===== config.mk =====
export PLATFORM = sky130hd
export DESIGN_NAME = multicycle_control_unit
export DESIGN_NICKNAME = d
export VERILOG_FILES = /design/src/rtl/multicycle_control_unit.sv
export SDC_FILE = /design/constraint.sdc
export NUM_CORES = 1
export LEC_CHECK = 0
export ABC_AREA = 1
export CAP_MARGIN = 20
export CORE_UTILIZATION = 41
export CTS_CLUSTER_DIAMETER = 150
export DETAILED_ROUTE_END_ITERATION = 10
export HOLD_SLACK_MARGIN = 0.06
export PLACE_DENSITY = 0.87
export SLEW_MARGIN = 5
export SYNTH_ARGS = -nofsm -noshare
export SYNTH_HDL_FRONTEND = slang
export SYNTH_SLANG_ARGS = --single-unit

===== constraint.sdc =====
create_clock -name clk_i -period 1.4 [get_ports clk_i]
set_input_delay 0.21 -clock clk_i [delete_from_list [all_inputs] [get_ports clk_i]]
set_output_delay 0.21 -clock clk_i [all_outputs]
set_load 0.01 [all_outputs]

===== src/rtl/multicycle_control_unit.sv =====
// Multi-cycle RV32I sequencer: FETCH/DECODE/EXECUTE/MEM/WRITEBACK over one unified memory port.
// Optional cycle/instret counters are enabled by defining MULTICYCLE_PERF_CNT_EN.
package defines;
    typedef enum logic [2:0] {
        ALUOP_MEM_ADDR    = 3'd0,
        ALUOP_BRANCH      = 3'd1,
        ALUOP_RTYPE       = 3'd2,
        ALUOP_ITYPE_ARITH = 3'd3,
        ALUOP_JUMP        = 3'd4,
        ALUOP_LUI         = 3'd5
    } alu_op_class_e;

    typedef enum logic [2:0] {
        IMM_TYPE_R = 3'd0,
        IMM_TYPE_I = 3'd1,
        IMM_TYPE_S = 3'd2,
        IMM_TYPE_B = 3'd3,
        IMM_TYPE_U = 3'd4,
        IMM_TYPE_J = 3'd5
    } imm_sel_e;

    localparam logic [6:0] OPCODE_RTYPE  = 7'b0110011;
    localparam logic [6:0] OPCODE_ITYPE  = 7'b0010011;
    localparam logic [6:0] OPCODE_LOAD   = 7'b0000011;
    localparam logic [6:0] OPCODE_STORE  = 7'b0100011;
    localparam logic [6:0] OPCODE_BRANCH = 7'b1100011;
    localparam logic [6:0] OPCODE_JAL    = 7'b1101111;
    localparam logic [6:0] OPCODE_LUI    = 7'b0110111;
endpackage

module multicycle_control_unit
    import defines::*;
#(
    parameter int unsigned MEM_TIMEOUT = 0
) (
    input  logic          clk_i,
    input  logic          rst_ni,
    input  logic [6:0]    opcode_i,
    input  logic          branch_taken_i,
    input  logic          mem_ready_i,
    output logic          mem_req_o,
    output logic          mem_we_o,
    output logic          addr_sel_o,
    output logic          ir_we_o,
    output logic          pc_we_o,
    output logic          pc_src_o,
    output logic          reg_we_o,
    output logic [1:0]    wb_sel_o,
    output logic          ALUSrc_o,
    output alu_op_class_e ALUOp_o,
    output imm_sel_e      ImmSel_o,
    output logic          instr_retired_o,
    output logic          halted_o
`ifdef MULTICYCLE_PERF_CNT_EN
    ,
    output logic [31:0]   cycle_cnt_o,
    output logic [31:0]   instret_cnt_o
`endif
);

    typedef enum logic [2:0] {
        S_FETCH     = 3'd0,
        S_DECODE    = 3'd1,
        S_EXECUTE   = 3'd2,
        S_MEM       = 3'd3,
        S_WRITEBACK = 3'd4,
        S_HALT      = 3'd5
    } state_e;

    typedef enum logic [2:0] {
        CLS_ILLEGAL = 3'd0,
        CLS_RTYPE   = 3'd1,
        CLS_ITYPE   = 3'd2,
        CLS_LOAD    = 3'd3,
        CLS_STORE   = 3'd4,
        CLS_BRANCH  = 3'd5,
        CLS_JAL     = 3'd6,
        CLS_LUI     = 3'd7
    } cls_e;

    function automatic cls_e decode_class(input logic [6:0] opc);
        cls_e c;
        case (opc)
            OPCODE_RTYPE:  c = CLS_RTYPE;
            OPCODE_ITYPE:  c = CLS_ITYPE;
            OPCODE_LOAD:   c = CLS_LOAD;
            OPCODE_STORE:  c = CLS_STORE;
            OPCODE_BRANCH: c = CLS_BRANCH;
            OPCODE_JAL:    c = CLS_JAL;
            OPCODE_LUI:    c = CLS_LUI;
            default:       c = CLS_ILLEGAL;
        endcase
        return c;
    endfunction

    function automatic imm_sel_e imm_for_class(input cls_e c);
        imm_sel_e s;
        case (c)
            CLS_ITYPE, CLS_LOAD: s = IMM_TYPE_I;
            CLS_STORE:           s = IMM_TYPE_S;
            CLS_BRANCH:          s = IMM_TYPE_B;
            CLS_JAL:             s = IMM_TYPE_J;
            CLS_LUI:             s = IMM_TYPE_U;
            default:             s = IMM_TYPE_R;
        endcase
        return s;
    endfunction

    state_e        state_q, state_d;
    cls_e          cls_q, cls_d;
    logic [7:0]    wait_q, wait_d;

    cls_e          opc_cls_s;
    logic          timeout_s;
    logic          mem_req_s, mem_we_s, addr_sel_s, ir_we_s, pc_we_s, pc_src_s, reg_we_s;
    logic [1:0]    wb_sel_s;
    logic          alu_src_s, retired_s, halted_s;
    alu_op_class_e alu_op_s;
    imm_sel_e      imm_sel_s;

    // Next-state and per-state control decode.
    always_comb begin
        state_d    = state_q;
        opc_cls_s  = decode_class(opcode_i);
        cls_d      = cls_q;
        timeout_s  = (MEM_TIMEOUT != 32'd0) && (wait_q == MEM_TIMEOUT[7:0]);
        mem_req_s  = 1'b0;
        mem_we_s   = 1'b0;
        addr_sel_s = 1'b0;
        ir_we_s    = 1'b0;
        pc_we_s    = 1'b0;
        pc_src_s   = 1'b0;
        reg_we_s   = 1'b0;
        wb_sel_s   = 2'd0;
        alu_src_s  = 1'b0;
        retired_s  = 1'b0;
        halted_s   = 1'b0;
        alu_op_s   = ALUOP_MEM_ADDR;
        imm_sel_s  = IMM_TYPE_R;

        case (state_q)
            S_FETCH: begin
                mem_req_s = 1'b1;
                if (mem_ready_i) begin
                    ir_we_s = 1'b1;
                    state_d = S_DECODE;
                end else if (timeout_s) begin
                    state_d = S_HALT;
                end else begin
                    state_d = S_FETCH;
                end
            end
            S_DECODE: begin
                imm_sel_s = imm_for_class(opc_cls_s);
                cls_d     = opc_cls_s;
                if (opc_cls_s == CLS_ILLEGAL) begin
                    state_d = S_HALT;
                end else begin
                    state_d = S_EXECUTE;
                end
            end
            S_EXECUTE: begin
                imm_sel_s = imm_for_class(cls_q);
                case (cls_q)
                    CLS_RTYPE: begin
                        alu_op_s = ALUOP_RTYPE;
                        state_d  = S_WRITEBACK;
                    end
                    CLS_ITYPE: begin
                        alu_op_s  = ALUOP_ITYPE_ARITH;
                        alu_src_s = 1'b1;
                        state_d   = S_WRITEBACK;
                    end
                    CLS_LOAD, CLS_STORE: begin
                        alu_op_s  = ALUOP_MEM_ADDR;
                        alu_src_s = 1'b1;
                        state_d   = S_MEM;
                    end
                    CLS_BRANCH: begin
                        alu_op_s  = ALUOP_BRANCH;
                        pc_we_s   = 1'b1;
                        pc_src_s  = branch_taken_i;
                        retired_s = 1'b1;
                        state_d   = S_FETCH;
                    end
                    CLS_JAL: begin
                        alu_op_s = ALUOP_JUMP;
                        state_d  = S_WRITEBACK;
                    end
                    CLS_LUI: begin
                        alu_op_s  = ALUOP_LUI;
                        alu_src_s = 1'b1;
                        state_d   = S_WRITEBACK;
                    end
                    default: state_d = S_HALT;
                endcase
            end
            S_MEM: begin
                imm_sel_s  = imm_for_class(cls_q);
                mem_req_s  = 1'b1;
                addr_sel_s = 1'b1;
                mem_we_s   = (cls_q == CLS_STORE);
                if (mem_ready_i) begin
                    if (cls_q == CLS_STORE) begin
                        pc_we_s   = 1'b1;
                        retired_s = 1'b1;
                        state_d   = S_FETCH;
                    end else begin
                        state_d   = S_WRITEBACK;
                    end
                end else if (timeout_s) begin
                    state_d = S_HALT;
                end else begin
                    state_d = S_MEM;
                end
            end
            S_WRITEBACK: begin
                imm_sel_s = imm_for_class(cls_q);
                reg_we_s  = 1'b1;
                pc_we_s   = 1'b1;
                retired_s = 1'b1;
                pc_src_s  = (cls_q == CLS_JAL);
                if (cls_q == CLS_LOAD) begin
                    wb_sel_s = 2'd1;
                end else if (cls_q == CLS_JAL) begin
                    wb_sel_s = 2'd2;
                end else begin
                    wb_sel_s = 2'd0;
                end
                state_d = S_FETCH;
            end
            S_HALT: begin
                halted_s = 1'b1;
                state_d  = S_HALT;
            end
            default: state_d = S_HALT;
        endcase
    end

    // Wait counter restarts whenever a new memory access begins.
    always_comb begin
        if ((state_d != state_q) && ((state_d == S_FETCH) || (state_d == S_MEM))) begin
            wait_d = 8'd0;
        end else if (mem_req_s && !mem_ready_i) begin
            wait_d = wait_q + 8'd1;
        end else begin
            wait_d = wait_q;
        end
    end

    // State, latched instruction class and wait counter.
    always_ff @(posedge clk_i or negedge rst_ni) begin
        if (!rst_ni) begin
            state_q <= S_FETCH;
            cls_q   <= CLS_ILLEGAL;
            wait_q  <= 8'd0;
        end else begin
            state_q <= state_d;
            cls_q   <= cls_d;
            wait_q  <= wait_d;
        end
    end

    // Outputs are forced low while reset is held so an in-flight request drops at once.
    always_comb begin
        if (!rst_ni) begin
            mem_req_o       = 1'b0;
            mem_we_o        = 1'b0;
            addr_sel_o      = 1'b0;
            ir_we_o         = 1'b0;
            pc_we_o         = 1'b0;
            pc_src_o        = 1'b0;
            reg_we_o        = 1'b0;
            wb_sel_o        = 2'd0;
            ALUSrc_o        = 1'b0;
            ALUOp_o         = ALUOP_MEM_ADDR;
            ImmSel_o        = IMM_TYPE_R;
            instr_retired_o = 1'b0;
            halted_o        = 1'b0;
        end else begin
            mem_req_o       = mem_req_s;
            mem_we_o        = mem_we_s;
            addr_sel_o      = addr_sel_s;
            ir_we_o         = ir_we_s;
            pc_we_o         = pc_we_s;
            pc_src_o        = pc_src_s;
            reg_we_o        = reg_we_s;
            wb_sel_o        = wb_sel_s;
            ALUSrc_o        = alu_src_s;
            ALUOp_o         = alu_op_s;
            ImmSel_o        = imm_sel_s;
            instr_retired_o = retired_s;
            halted_o        = halted_s;
        end
    end

`ifdef MULTICYCLE_PERF_CNT_EN
    logic [31:0] cycle_cnt_q, instret_cnt_q;

    // Free-running performance counters, frozen once halted.
    always_ff @(posedge clk_i or negedge rst_ni) begin
        if (!rst_ni) begin
            cycle_cnt_q   <= 32'd0;
            instret_cnt_q <= 32'd0;
        end else begin
            if (state_q != S_HALT) begin
                cycle_cnt_q <= cycle_cnt_q + 32'd1;
            end else begin
                cycle_cnt_q <= cycle_cnt_q;
            end
            if (retired_s) begin
                instret_cnt_q <= instret_cnt_q + 32'd1;
            end else begin
                instret_cnt_q <= instret_cnt_q;
            end
        end
    end

    assign cycle_cnt_o   = cycle_cnt_q;
    assign instret_cnt_o = instret_cnt_q;
`endif

endmodule


---- Yosys cells after proc, flatten, opt, wreduce, memory -nomap -nowiden ----
Index checks and enable logic that the tools add are counted.
word-level totals
  register bits ........................... 6
  input bits .............................. 11
  word-level logic and storage cells ...... 78
cells by class
  multiplexer cells ....................... 42
  equal/unequal tests ..................... 25
  reduce and logical (&&, ||, !) cells .... 9
operator list
  kind                                                                    count
  3-bit case mux with 5 select lines                                      4
  3-bit equality test (second input constant)                             10
  1-bit two-way mux                                                       23
  7-bit by 6-bit equality test with 1-bit output (second input constant)  3
  3-bit case mux with 7 select lines                                      1
  3-bit by 2-bit equality test with 1-bit output (second input constant)  6
  3-bit two-way mux                                                       6
  7-bit equality test (second input constant)                             2
  3-bit case mux with 3 select lines                                      1
  2-bit two-way mux                                                       4
  2-bit OR reduction                                                      4
  4-bit OR reduction                                                      2
  7-bit by 2-bit equality test with 1-bit output (second input constant)  1
  7-bit by 5-bit equality test with 1-bit output (second input constant)  1
  3-bit by 1-bit equality test with 1-bit output (second input constant)  2
  3-bit logical NOT                                                       2
  3-bit case mux with 2 select lines                                      1
  1-bit case mux with 3 select lines                                      1
  3-bit OR reduction                                                      1
  1-bit case mux with 2 select lines                                      1

---- Logic depth before layout (Yosys ltp) ----
Gate-level depths: netlist of the first run.
  word-level depth ........................ 7
  gate-level depth with buffers ........... 8

---- Worst setup path before layout of the first run ----
OpenSTA, ideal clock, no wires.
  kind .................................... flip-flop to output port
  from .................................... register cls_q[1]
  to ...................................... output pc_we_o
  data arrival time ....................... 1292 ps
  data required time ...................... 1190 ps
  cell stages (with the launch flop) ...... 8
  slack ................................... -102 ps
  cell sequence ........................... dfrtp_1 -> buf_2 -> nor2_2 -> nand2_1 -> o21ai_0 -> nor2_1 -> nor2_1 -> buf_4
between the ends
  longest elaborated chain between the ends .. 5
  elaborated cells on any way between the ends .. 7
RTL lines
  element                               line  text
  start: declaration                    110   cls_e cls_q, cls_d;
  start signal: assignment              259   cls_q <= cls_d;
  3-bit equality test                   204   if (cls_q == CLS_STORE) begin
  1-bit two-way mux (2 in series)       -
  1-bit case mux with 3 select lines *  -
  1-bit two-way mux *                   -
  end: declaration                      45    output logic pc_we_o,
Mark *: on every way between the ends. The rest lies on a longest branch, timed or not.

---- Final worst setup path of the first run ----
  from .................................... input opcode_i[0]
  to ...................................... output ImmSel_o[2]
between the ends
  longest elaborated chain between the ends .. 7
  elaborated cells on any way between the ends .. 18
RTL lines
  element                                                                       line  text
  start: declaration                                                            38    input logic [6:0] opcode_i,
  7-bit by 6-bit equality test with 1-bit output, or another cell as far along  83    case (opc)
  3-bit case mux with 7 select lines *                                          83
  3-bit by 2-bit equality test with 1-bit output                                98    case (c)
  2-bit OR reduction                                                            98
  3-bit case mux with 5 select lines *                                          98
  3-bit case mux with 2 select lines *                                          141   case (state_q)
  3-bit two-way mux *                                                           266   if (!rst_ni) begin
  end: declaration                                                              51    output imm_sel_e ImmSel_o,
Marks and branches as above.

==> results by group, run 1 <==
Floorplanning
  • Num rows: 14
  • DIE AREA: 1830 sq um
  • Starting Density: 44.7%
  • Die W: 42.8 um
  • Area of the core: 1520 sq um
  • Die Span Y: 42.8 um
  • Top-level I/O count: 29

Synth
  • Count leader, synth: nand2_1
  • Synthesized flop and latch total: 6
  • Yosys warns: 0
  • Post-synthesis sequential area ratio: 22.0%
  • Syn avg cell area: 5.37 sq um
  • Mapped Area: 682 sq um
  • Netlist cell types: 21
  • Asr flop ratio synth: 100%
  • Gate Count Post-Synth: 127
  • Share of the synthesized area in the top cell type: 22.0%
  • Area leader, netlist: dfrtp_1
  • Commonest cells in the synthesized netlist: nand2_1 (37), nor2_1 (26), inv_1 (14), nand3_1 (12)
  • Most used DFF post-synth: dfrtp_1
  • Largest cells by area after synthesis: dfrtp_1 (22%), nand2_1 (20%), nor2_1 (14%)
  • Post-synth EDFFs: 0
  • Mapped Nets: 138

Timing
  • Unrepaired setup endpoints after global routing: true
  • Final hold vios: 0
  • Slew Limit Fails: 0
  • Final critical-path required period: 1.75 ns
  • Skew final: 0.0133 ns
  • Final setup violating endpoints: 21
  • Relative slew slack: 85.4%
  • Highest Clock Rate: 572 MHz
  • WHS: 0.158 ns
  • Final period utilization: 125%
  • Final worst slack: -0.347 ns
  • Actual slew at the worst max-slew pin: 0.217 ns

Global routing
  • GRT overflow: 0
  • Vias in the first global route: 1234
  • Pin count of the biggest net entering global routing: 7
  • Initial antenna violation count: 0
  • First-pass GRT wire length: 5260 um
  • All-layer global routing usage: 37.8%

Placement
  • Setup WS pre-CTS: -0.699 ns
  • Final RePlAce weighted congestion: 0.894
  • Placed Cells: 198
  • DP HPWL: 1910 um
  • Post-DP Area: 1210 sq um
  • Port-buffer cells: 28

Route
  • DR pass1 iterations: 6
  • Final ANT Viol Nets: 0
  • Wire per inst: 17.8 um
  • Via Count: 1236
  • Iter 0 DRT Violations: 56
  • DRC errors left: 0
  • Vias per inst: 5.78
  • Routed WL: 3800 um

Finish
  • Layout cells sized above 1: 58.1%
  • Layout area overhead: 104%
  • Non-Filler Instances: 214
  • # diodes: 0
  • Nets: 211
  • Final instance area: 1390 sq um

Clocking
  • Clock Root Buffer: clkbuf_4
  • H-Tree Level Count: 1
  • Worst-Skew Late Latency: 0.26 ns
  • CTS tree: done
  • # clock sinks: 6
  • Clock-pin transition on the worst setup and hold timing paths: 0.05 ns
  • Maximum buffer depth of the clock tree: 2
  • Num CTS Buffers: 3

Critical path
  • Crit-path max FO: 3
  • Worst Path Required: 1.19 ns
  • Critical Path Sink Type: primary output
  • Startpoint type of the worst setup path: primary input
  • Critical path class: primary input to primary output
  • Critical Path AT: 1.54 ns

Power and ir drop
  • Maximum vdd drop: 408 uV
  • Lkg Pwr: 0.724 nW
  • Power Total: 0.447 mW
  • PwrDens: 321 nW/um^2

Run status
  • Run status: finished with violations
  • Violated checks: negative setup slack

Run
  • Max Cap Violations: 0

Min path
  • Hold Crit Class: primary input to async pin
[final cells by class]
type / instances / area [sq um]
Tap cell: 16 / 20.0
Fill cell: 65 / 130
Multi-Input combinational cell: 102 / 606
Inverter: 16 / 63.8
Sequential cell: 6 / 155
Timing Repair Buffer: 71 / 527
Clock buffer: 3 / 22.5
[cells in the final DEF (no fill, tap or decap), types with 2 or more instances in the layout]
master,n
inv_1,7
dfrtp_1,2
a21oi_1,3
inv_2,7
nor2_2,7
nor3_2,3
buf_2,17
dlygate4sd2_1,6
clkbuf_4,3
dfrtp_2,4
buf_6,5
nand3_1,8
nand2_4,2
clkdlybuf4s50_1,4
nand2_2,10
nor2_4,7
a21oi_2,4
buf_4,39
nand3_2,4
o21ai_0,5
nand2_1,25
nor2_1,15
[cell families after synthesis]
family | share of synthesized area, %
buf+inv | 11.4
flops | 22.0
compound gates | 13.6
simple gates | 53.0
[routing by layer]
metal / share of wire [%] / routed length (um) / vias up / track usage (%)
met1: 35 / 1320 / 559 / 38.1
met4: 5.4 / 204 / 0 / 18.1
met3: 8.0 / 305 / 26 / 7.66
li1: - / - / 547 / -
met2: 52 / 1970 / 104 / 71.8
met5: 0 / 0 / - / 0
[worst max-delay path: stages]
cell and delay [ns]:
clkdlybuf4s50_1 0.50, nand2_2 0.09, nor2_1 0.12, nand2_1 0.11, nand2_1 0.15, nand2_2 0.08
a21oi_2 0.14, buf_2 0.14
[through the flow]
stage | setup TNS (ns) | util (%)
final | -3.77 | 91.5
after floorplan | -0.00820 | -
after global placement | -8.34 | 79.7
after global routing | -4.79 | 91.5
after detailed placement | -9.35 | 79.7
after CTS | -2.31 | 87.6
[where the power goes]
part / leakage, nW / switching [mW] / internal, mW
Sequential: 0.0551 / 0 / 0.174
Combinational: 0.655 / 0.0582 / 0.0469
Clock: 0.0138 / 0.0705 / 0.0975
[path summary, 6_finish.rpt]
kind                            slack, ns  cells after the start   startpoint     endpoint
worst max-delay path                -0.35                      8  opcode_i[0]  ImmSel_o[2]
worst min-delay path                 0.16                      3       rst_ni     cls_q[2]
worst max register to register      -0.08                      7   state_q[2]   state_q[1]
worst min register to register       0.79                      3     cls_q[0]     cls_q[0]
max in group asynchronous            1.10                      3       rst_ni   state_q[1]
min in group clk_i                   0.59                      6  opcode_i[4]     cls_q[0]
[timing repair]
action                     CTS  global route
setup endpoints to repair   18            21
cloned                       0             0
hold buffers                 0             0
resized for setup          119            14
pin swaps                   22             4
buffers inserted            11             2
[flip-flops by register name, indices dropped and copies added (netlist names)]
name,count
cls_q,3
state_q,3
Power figures use the tool's default switching activity.
==> inputs of run 2 (changes only) <==
ABC_CLOCK_PERIOD_IN_PS = 1400   (was default)
==> results of run 2 <==
Final layout, timing and power as in run 1 (identical DEF).
==> inputs of run 3 (changes only) <==
GPL_ROUTABILITY_DRIVEN = 0   (was default)
==> results of run 3 <==
Final layout, timing and power as in run 1 (identical DEF).
